<file path="src/rtl/seq_divider_pkg.sv">
`default_nettype none
// ============================================================================
// Module      : seq_divider_pkg
// Description : FSM state encoding and reset values shared by the sequential
//               divider. The FIX state exists only when SEQ_DIVIDER_SIGNED_EN
//               is defined.
// Revision    : 1.0 - initial release
// ============================================================================
package seq_divider_pkg;

  // Raw state codes, kept as plain constants for legacy tools
  localparam logic [1:0] S_IDLE = 2'd0;
  localparam logic [1:0] S_CALC = 2'd1;
`ifdef SEQ_DIVIDER_SIGNED_EN
  localparam logic [1:0] S_FIX  = 2'd2;
`endif
  localparam logic [1:0] S_DONE = 2'd3;

  typedef enum logic [1:0] {
    ST_IDLE = S_IDLE,
    ST_CALC = S_CALC,
`ifdef SEQ_DIVIDER_SIGNED_EN
    ST_FIX  = S_FIX,
`endif
    ST_DONE = S_DONE
  } state_e;

  // Values forced by reset
  localparam state_e RST_STATE = ST_IDLE;
  localparam logic   RST_FLAG  = 1'b0;

endpackage
`default_nettype wire

</file>
<file path="src/rtl/subtractor_nbits.sv">
`default_nettype none
// ============================================================================
// Module      : subtractor_nbits
// Description : Unsigned a - b with borrow-out; used for the trial
//               subtraction of the restoring divider.
// Revision    : 1.0 - initial release
// ============================================================================
module subtractor_nbits #(
  parameter int width = 5
) (
  input  logic [width-1:0] a_i,
  input  logic [width-1:0] b_i,
  output logic [width-1:0] d_o,
  output logic             borrow_o
);

  // One extra bit catches the borrow: it is set exactly when b_i > a_i
  assign {borrow_o, d_o} = {1'b0, a_i} - {1'b0, b_i};

endmodule
`default_nettype wire

</file>
<file path="src/rtl/seq_divider.sv">
`default_nettype none
// ============================================================================
// Module      : seq_divider
// Description : Multi-cycle restoring divider, one quotient bit per cycle,
//               MSB first. Divide-by-zero finishes in one cycle with
//               quotient = all ones, remainder = dividend.
//               Optional macro SEQ_DIVIDER_SIGNED_EN: two's-complement
//               operands, magnitudes divided in CALC, signs applied in an
//               extra FIX cycle (quotient truncates toward zero, remainder
//               follows the dividend sign).
// Revision    : 1.0 - initial release
// ============================================================================
module seq_divider
  import seq_divider_pkg::*;
#(
  parameter int width = 4
) (
  input  logic             clk_i,
  input  logic             rst_i,
  input  logic             start_i,
  input  logic [width-1:0] dividend_i,
  input  logic [width-1:0] divisor_i,
  output logic             busy_o,
  output logic             done_o,
  output logic [width-1:0] quotient_o,
  output logic [width-1:0] remainder_o,
  output logic             div_by_zero_o
);

  localparam int CNT_W = $clog2(width);
  localparam logic [CNT_W-1:0] LAST_STEP = CNT_W'(width - 1);

  state_e             state_q, state_d;
  logic [width-1:0]   prem_q, prem_d;   // partial remainder (always < divisor)
  logic [width-1:0]   acc_q, acc_d;     // dividend bits shift out, quotient bits shift in
  logic [width-1:0]   dvs_q, dvs_d;     // captured divisor magnitude
  logic [CNT_W-1:0]   cnt_q, cnt_d;
  logic [width-1:0]   quo_q, quo_d;
  logic [width-1:0]   rem_q, rem_d;
  logic               dbz_q, dbz_d;
`ifdef SEQ_DIVIDER_SIGNED_EN
  logic               negq_q, negq_d;   // quotient must be negated
  logic               negr_q, negr_d;   // remainder must be negated
`endif

  logic [width-1:0]   dvd_mag;
  logic [width-1:0]   dvs_mag;
  logic [width:0]     shifted;
  logic [width:0]     diff;
  logic               borrow;
  logic               unused_diff_msb;
  logic [width-1:0]   calc_prem;
  logic [width-1:0]   calc_acc;

`ifdef SEQ_DIVIDER_SIGNED_EN
  // Magnitudes; the most negative value maps to 2^(width-1), which still fits
  assign dvd_mag = dividend_i[width-1] ? -dividend_i : dividend_i;
  assign dvs_mag = divisor_i[width-1]  ? -divisor_i  : divisor_i;
`else
  assign dvd_mag = dividend_i;
  assign dvs_mag = divisor_i;
`endif

  // Shift the next dividend bit into the partial remainder, then trial-subtract
  assign shifted = {prem_q, acc_q[width-1]};

  subtractor_nbits #(
    .width (width + 1)
  ) u_sub (
    .a_i      (shifted),
    .b_i      ({1'b0, dvs_q}),
    .d_o      (diff),
    .borrow_o (borrow)
  );

  // When no borrow occurs the difference is below the divisor, so its MSB is 0
  assign unused_diff_msb = diff[width];

  assign calc_prem = borrow ? shifted[width-1:0] : diff[width-1:0];
  assign calc_acc  = {acc_q[width-2:0], ~borrow};

  // Next-state and datapath decisions
  always_comb begin
    state_d = state_q;
    prem_d  = prem_q;
    acc_d   = acc_q;
    dvs_d   = dvs_q;
    cnt_d   = cnt_q;
    quo_d   = quo_q;
    rem_d   = rem_q;
    dbz_d   = dbz_q;
`ifdef SEQ_DIVIDER_SIGNED_EN
    negq_d  = negq_q;
    negr_d  = negr_q;
`endif
    case (state_q)
      ST_IDLE: begin
        if (start_i) begin
          prem_d = '0;
          acc_d  = dvd_mag;
          dvs_d  = dvs_mag;
          cnt_d  = '0;
`ifdef SEQ_DIVIDER_SIGNED_EN
          negq_d = dividend_i[width-1] ^ divisor_i[width-1];
          negr_d = dividend_i[width-1];
`endif
          if (divisor_i == '0) begin
            state_d = ST_DONE;
            quo_d   = '1;
            rem_d   = dividend_i;
            dbz_d   = 1'b1;
          end else begin
            state_d = ST_CALC;
          end
        end
      end
      ST_CALC: begin
        prem_d = calc_prem;
        acc_d  = calc_acc;
        if (cnt_q == LAST_STEP) begin
`ifdef SEQ_DIVIDER_SIGNED_EN
          state_d = ST_FIX;
`else
          state_d = ST_DONE;
          quo_d   = calc_acc;
          rem_d   = calc_prem;
          dbz_d   = 1'b0;
`endif
        end else begin
          cnt_d = cnt_q + 1'b1;
        end
      end
`ifdef SEQ_DIVIDER_SIGNED_EN
      ST_FIX: begin
        // min / -1 yields magnitude 2^(width-1), which reads back as min
        state_d = ST_DONE;
        quo_d   = negq_q ? -acc_q  : acc_q;
        rem_d   = negr_q ? -prem_q : prem_q;
        dbz_d   = 1'b0;
      end
`endif
      ST_DONE: begin
        state_d = ST_IDLE;
      end
      default: begin
        state_d = ST_IDLE;
      end
    endcase
  end

  // State and result registers; reset wins over any pending request
  always_ff @(posedge clk_i) begin
    if (rst_i) begin
      state_q <= RST_STATE;
      prem_q  <= '0;
      acc_q   <= '0;
      dvs_q   <= '0;
      cnt_q   <= '0;
      quo_q   <= '0;
      rem_q   <= '0;
      dbz_q   <= RST_FLAG;
`ifdef SEQ_DIVIDER_SIGNED_EN
      negq_q  <= 1'b0;
      negr_q  <= 1'b0;
`endif
    end else begin
      state_q <= state_d;
      prem_q  <= prem_d;
      acc_q   <= acc_d;
      dvs_q   <= dvs_d;
      cnt_q   <= cnt_d;
      quo_q   <= quo_d;
      rem_q   <= rem_d;
      dbz_q   <= dbz_d;
`ifdef SEQ_DIVIDER_SIGNED_EN
      negq_q  <= negq_d;
      negr_q  <= negr_d;
`endif
    end
  end

`ifdef SEQ_DIVIDER_SIGNED_EN
  assign busy_o = (state_q == ST_CALC) || (state_q == ST_FIX);
`else
  assign busy_o = (state_q == ST_CALC);
`endif
  assign done_o        = (state_q == ST_DONE);
  assign quotient_o    = quo_q;
  assign remainder_o   = rem_q;
  assign div_by_zero_o = dbz_q;

endmodule
`default_nettype wire

</file>
<file path="config.mk">
export PLATFORM = sky130hd
export DESIGN_NAME = seq_divider
export DESIGN_NICKNAME = d
export VERILOG_FILES = /design/src/rtl/seq_divider_pkg.sv /design/src/rtl/subtractor_nbits.sv /design/src/rtl/seq_divider.sv
export SDC_FILE = /design/constraint.sdc
export NUM_CORES = 1
export LEC_CHECK = 0
export ABC_CLOCK_PERIOD_IN_PS = 1780
export CAP_MARGIN = 20
export CORE_UTILIZATION = 46
export DETAILED_ROUTE_END_ITERATION = 10
export MAX_ROUTING_LAYER = met4
export PLACE_DENSITY = 0.84
export SYNTH_ARGS = -nofsm -noshare
export SYNTH_HDL_FRONTEND = slang
export SYNTH_SLANG_ARGS = --single-unit
export TNS_END_PERCENT = 5
</file>
<file path="constraint.sdc">
create_clock -name clk_i -period 1.78 [get_ports clk_i]
set_input_delay 0.445 -clock clk_i [delete_from_list [all_inputs] [get_ports clk_i]]
set_output_delay 0.445 -clock clk_i [all_outputs]
set_load 0.1 [all_outputs]
</file>
---- Yosys cells after proc, flatten, opt, wreduce, memory -nomap -nowiden ----
Cells that the tools add are included.
operators by class
  add/subtract/negate cells ............... 2
  $mul .................................... 0
  divide/modulo/power cells ............... 0
  order comparisons ....................... 0
  equal/unequal tests ..................... 7
  shifts and indexed selects .............. 0
  muxes and demuxes ....................... 24
  bitwise gates (word level) .............. 1
  reductions and logical operators ........ 8
operator list
  operator                                                                 number
  4-bit two-way mux                                                        9
  4-bit case mux with 2 select lines                                       4
  2-bit two-way mux                                                        5
  2-bit case mux with 2 select lines                                       2
  2-bit inequality test, second input constant                             3
  2-bit AND reduction                                                      3
  5-bit by 4-bit subtractor with 6-bit output                              1
  2-bit equality test, second input constant                               2
  4-bit zero test                                                          1
  4-bit AND reduction                                                      1
  1-bit two-way mux                                                        3
  3-bit AND reduction                                                      1
  2-bit by 1-bit adder with 2-bit output, second input constant            1
  2-bit by 1-bit equality test with 1-bit output, second input constant    1
  2-bit zero test                                                          1
  2-bit by 1-bit inequality test with 1-bit output, second input constant  1
  1-bit case mux with 2 select lines                                       1
  2-bit nonzero test                                                       1
  1-bit NOT                                                                1
storage, ports and cells
  register bits ........................... 25
  bits in latches ......................... 0
  memory bits (writable) .................. 0
  bits in read-only memories .............. 0
  output and inout port bits .............. 11
  logic and storage cells ................. 50
  memories ................................ 0

---- Logic depth before layout (Yosys ltp) ----
  word-level depth ........................ 4
  mapped depth ............................ 9
  depth with buffers taken out ............ 9

---- By module ----
Synthesis repeated with hierarchy kept, for this count alone.
second synthesis, totals
  cells, all modules ...................... 154
  area total of the unflattened synthesis .. 1366.3 um^2
by module, submodules not included
  module            times used  cells each  area each (um^2)  sequential area each (um^2)
  seq_divider       1           125         1159.9            500.5
  subtractor_nbits  1           29          206.4             0.0

---- Worst setup path before layout ----
OpenSTA, ideal clock, no wires.
  path kind ............................... register to register
  start point ............................. register acc_q[3]
  end point ............................... register prem_q[2]
  setup time .............................. 117 ps
  data arrival time ....................... 1631 ps
  required time ........................... 1663 ps
  setup slack ............................. 32 ps
  cell stages (with the launch flop) ...... 9
  path buffers ............................ 0
  period minus slack after synthesis ...... 1748 ps
  cell sequence ........................... dfxtp_1 inv_1 ha_1 inv_1 fa_1 or2_2 o21ai_0 a22oi_1 a22o_1
between the ends
  cells in the longest elaborated chain, start to end .. 3
ends and longest elaborated chain
  what                                         RTL line                RTL
  start: declaration                           seq_divider.sv:35       logic [width-1:0] acc_q, acc_d;
  start signal: assignment                     seq_divider.sv:156      acc_q <= '0;
  start signal: assignment                     seq_divider.sv:169      acc_q <= acc_d;
  5-bit by 4-bit subtractor with 6-bit output  subtractor_nbits.sv:18  assign {borrow_o, d_o} = {1'b0, a_i} - {1'b0, b_i};
  4-bit two-way mux                            seq_divider.sv:79       assign calc_prem = borrow ? shifted[width-1:0] : diff[width-1:0];
  4-bit case mux with 2 select lines           seq_divider.sv:96       case (state_q)
  end signal: assignment                       seq_divider.sv:168      prem_q <= prem_d;
  end: declaration                             seq_divider.sv:34       logic [width-1:0] prem_q, prem_d;
Every way passes these cells.
A chain may end at the register's enable or synchronous reset.

---- Worst setup path after layout ----
Same ends and word-level chain as after synthesis.

==> impl_metrics.tcl <==
set metrics [dict create \
    fin_nets 201 \
    drt.antenna.violating_nets 0 \
    cts_buffers 3 \
    drive_gt1_share_pct 25.7 \
    die_y_um 54.5 \
    stdcell_area_sq_um 1760 \
    drc 0 \
    netlist.area_leader.share_pct 39.4 \
    diodes 0 \
    worst-slew-pin-transition_ns 0.376 \
    grt_max_degree 16 \
    synth.avg_cell_area_sq_um 8.30 \
    track_usage_pct 23.5 \
    synthArstFlopShare_pct 0 \
    cp-start-kind "flip-flop" \
    grt_pass1_vias 1114 \
    combPwrFrac_pct 32.3 \
    routed_via_density 5.73 \
    p_per_area_nw_per_um2 737 \
    syn2layout_area_growth_pct 38.2 \
    place_area_sq_um 1660 \
    leakagePower_uw 0.000701 \
    placementRows 18 \
    die_w_um 54.5 \
    dp.final_hpwl_mm 2.32 \
    fmaxAchievable_ghz 0.578 \
    hold_viol 0 \
    pwr-share-seq_pct 48.2 \
    drt_iter0_drc 29 \
    tns_ns 0 \
    wirelength_mm 3.10 \
    post-route-min-period_ns 1.73 \
    ys_warn_count 0 \
    ioPinCount 22 \
    p_int_uw 847 \
    clkPwrFrac_pct 19.5 \
    cap_violations 0 \
    worstHoldPathType "input port to flip-flop" \
    rsz0062_at_grt "true" \
    layoutNonFillerInstCount 213 \
    peakVddDrop_mv 0.644 \
    cts_buffer_depth 2 \
    synth_ff_type "dfxtp_1" \
    fin_util_pct 69.0 \
    clock_latency_ns 0.32 \
    syn-num-nets 170 \
    cts_hold_buffers 0 \
    htree_levels 1 \
    wl_per_cell_um 14.6 \
    port_buffers 21 \
    critPathCaptureType "flip-flop" \
    finClkSkew_ns 0.00751 \
    ys_seq_area_share_pct 39.4 \
    start_util_pct 49.9 \
    switching_power_uw 448 \
    report.final.slew_viol_count 0 \
    synth_edf_count 0 \
    vias 1220 \
    grt_first_pass_wirelength_mm 4.81 \
    finalCritPeriodShare_pct 97.1 \
    gr-total-overflow 0 \
    syn_area_sq_um 1270 \
    synth_area_leaders "dfxtp_1, nor2_1, ha_1" \
    dp.cells 206 \
    synthCells 153 \
    critPathRequiredTime_ns 2.00 \
    synth-seq-cells 25 \
    design.die.area_sq_um 2980 \
    worstPathArrival_ns 1.95 \
    crit_type "flip-flop to flip-flop" \
    status "completed" \
    core-area_sq_um 2540 \
    cts_sinks 25 \
    p_sw_share_pct 34.6 \
    dr.pass1.iters 4 \
    ys_types 37 \
    path_max_fanout 2 \
    routabilityCongestion 0.846 \
    yosys.area.top_type "dfxtp_1" \
    cts_tree "done" \
    cts_root_buf "clkbuf_4" \
    antenna_found_initial 0 \
    setup_viol 0 \
    relSlewSlack_pct 74.9 \
    path_clk_slew_ns 0.13 \
]
[critical path, stage by stage (launching register included)]
cell and delay, ns:
dfxtp_2 0.34, inv_2 0.07, ha_4 0.13, inv_2 0.03, fa_2 0.35, or2_4 0.23
o21ai_2 0.15, a22oi_2 0.10, a22o_1 0.22
[cell usage in the layout, fill, tap and decap left out, types with 2 or more instances in the layout]
| cell type | count |
|---|---|
| a211oi_1 | 6 |
| a21o_1 | 2 |
| a21oi_1 | 11 |
| a22o_1 | 3 |
| a311oi_1 | 2 |
| a31oi_1 | 3 |
| and2_1 | 2 |
| buf_12 | 11 |
| buf_4 | 10 |
| clkbuf_4 | 3 |
| clkdlybuf4s50_1 | 7 |
| dfxtp_1 | 21 |
| dfxtp_2 | 4 |
| dlymetal6s2s_1 | 3 |
| ha_1 | 4 |
| inv_1 | 4 |
| inv_2 | 2 |
| mux2i_1 | 4 |
| nand2_1 | 12 |
| nand3_1 | 3 |
| nor2_1 | 30 |
| nor3_1 | 4 |
| o21ai_0 | 6 |
| o21ai_1 | 2 |
[stage by stage]
| step | total power (uW) | worst slack (ns) | hold slack [ns] |
|---|---|---|---|
| after global routing | 1350 | -0.0160 | 0.466 |
| after floorplan | 884 | 0.0322 | 0.432 |
| final | 1290 | 0.0507 | 0.448 |
| after global placement | 1000 | -0.282 | 0.444 |
| after detailed placement | 1020 | -0.364 | 0.473 |
| after CTS | 1280 | -0.00566 | 0.491 |
[state kept, by name, indices dropped and copies added (netlist names)]
| signal | flops |
|---|---|
| acc_q | 4 |
| dvs_q | 4 |
| prem_q | 4 |
| quotient_o | 4 |
| remainder_o | 4 |
| cnt_q | 2 |
| state_q | 2 |
| div_by_zero_o | 1 |
[per-layer routing]
| layer | share of wire [%] | vias to the layer above | GRT usage (%) |
|---|---|---|---|
| met5 | 0 | - | - |
| li1 | - | 607 | - |
| met4 | 2.3 | 0 | 11.1 |
| met1 | 44 | 571 | 27.5 |
| met2 | 50 | 36 | 39.2 |
| met3 | 3.6 | 6 | 3.61 |
[what timing repair did]
action | CTS | global route
gates resized for setup | 9 | 12
pin swaps | 1 | 12
buffers inserted | 0 | 3
endpoints found under the setup margin | 5 | 13
[cells by family (layout without fill, tap and decap cells)]
| logic type | count (synthesis) | count (layout) | synth area share (%) |
|---|---|---|---|
| adders and majority gates | 6 | 6 | 6.50 |
| muxes | 4 | 4 | 3.15 |
| buffers and inverters | 13 | 43 | 4.83 |
| AOI/OAI and AO/OA | 44 | 44 | 23.6 |
| DFF | 25 | 25 | 39.4 |
| and+or+nand+nor | 61 | 61 | 22.5 |
[cell usage after synthesis (2+ instances only)]
library cell  number
o21ai_0            9
a211oi_1           6
a22oi_1            2
a31oi_1            3
clkbuf_1           2
nand2b_1           2
nand2_1           12
nor3_1             4
a21o_1             2
a22o_1             3
mux2i_1            4
buf_2              2
nand3_1            3
ha_1               5
or2_2              2
nor2_1            30
a21oi_1           11
dfxtp_1           25
and2_1             2
a311oi_1           2
inv_1              6
[area by class of cell]
type                            count  area [sq um]
Clock buffer                        3          22.5
Clock inverter                      1          5.00
Fill cell                         192           790
Inverter                            7          28.8
Multi-Input combinational cell    115           748
Sequential cell                    25           505
Tap cell                           30          37.5
Timing Repair Buffer               32           408
[power by group through the flow]
| stage | sequential [uW] | combinational (uW) | clock (uW) |
|---|---|---|---|
| floorplan | 671 | 213 | 0 |
| global placement | 630 | 374 | 0 |
| detailed placement | 632 | 387 | 0 |
| CTS | 622 | 401 | 256 |
| global route | 628 | 452 | 275 |
| finish | 624 | 418 | 253 |
[final timing paths]
kind / startpoint / endpoint / slack (ns) / cells past startpoint
worst max-delay path: acc_q[3] / prem_q[2] / 0.05 / 8
worst min-delay path: divisor_i[2] / dvs_q[2] / 0.45 / 3
worst max register to register: acc_q[3] / prem_q[2] / 0.05 / 8
worst min register to register: prem_q[1] / prem_q[1] / 0.50 / 2
No activity file was read; power rests on OpenSTA's default activity.
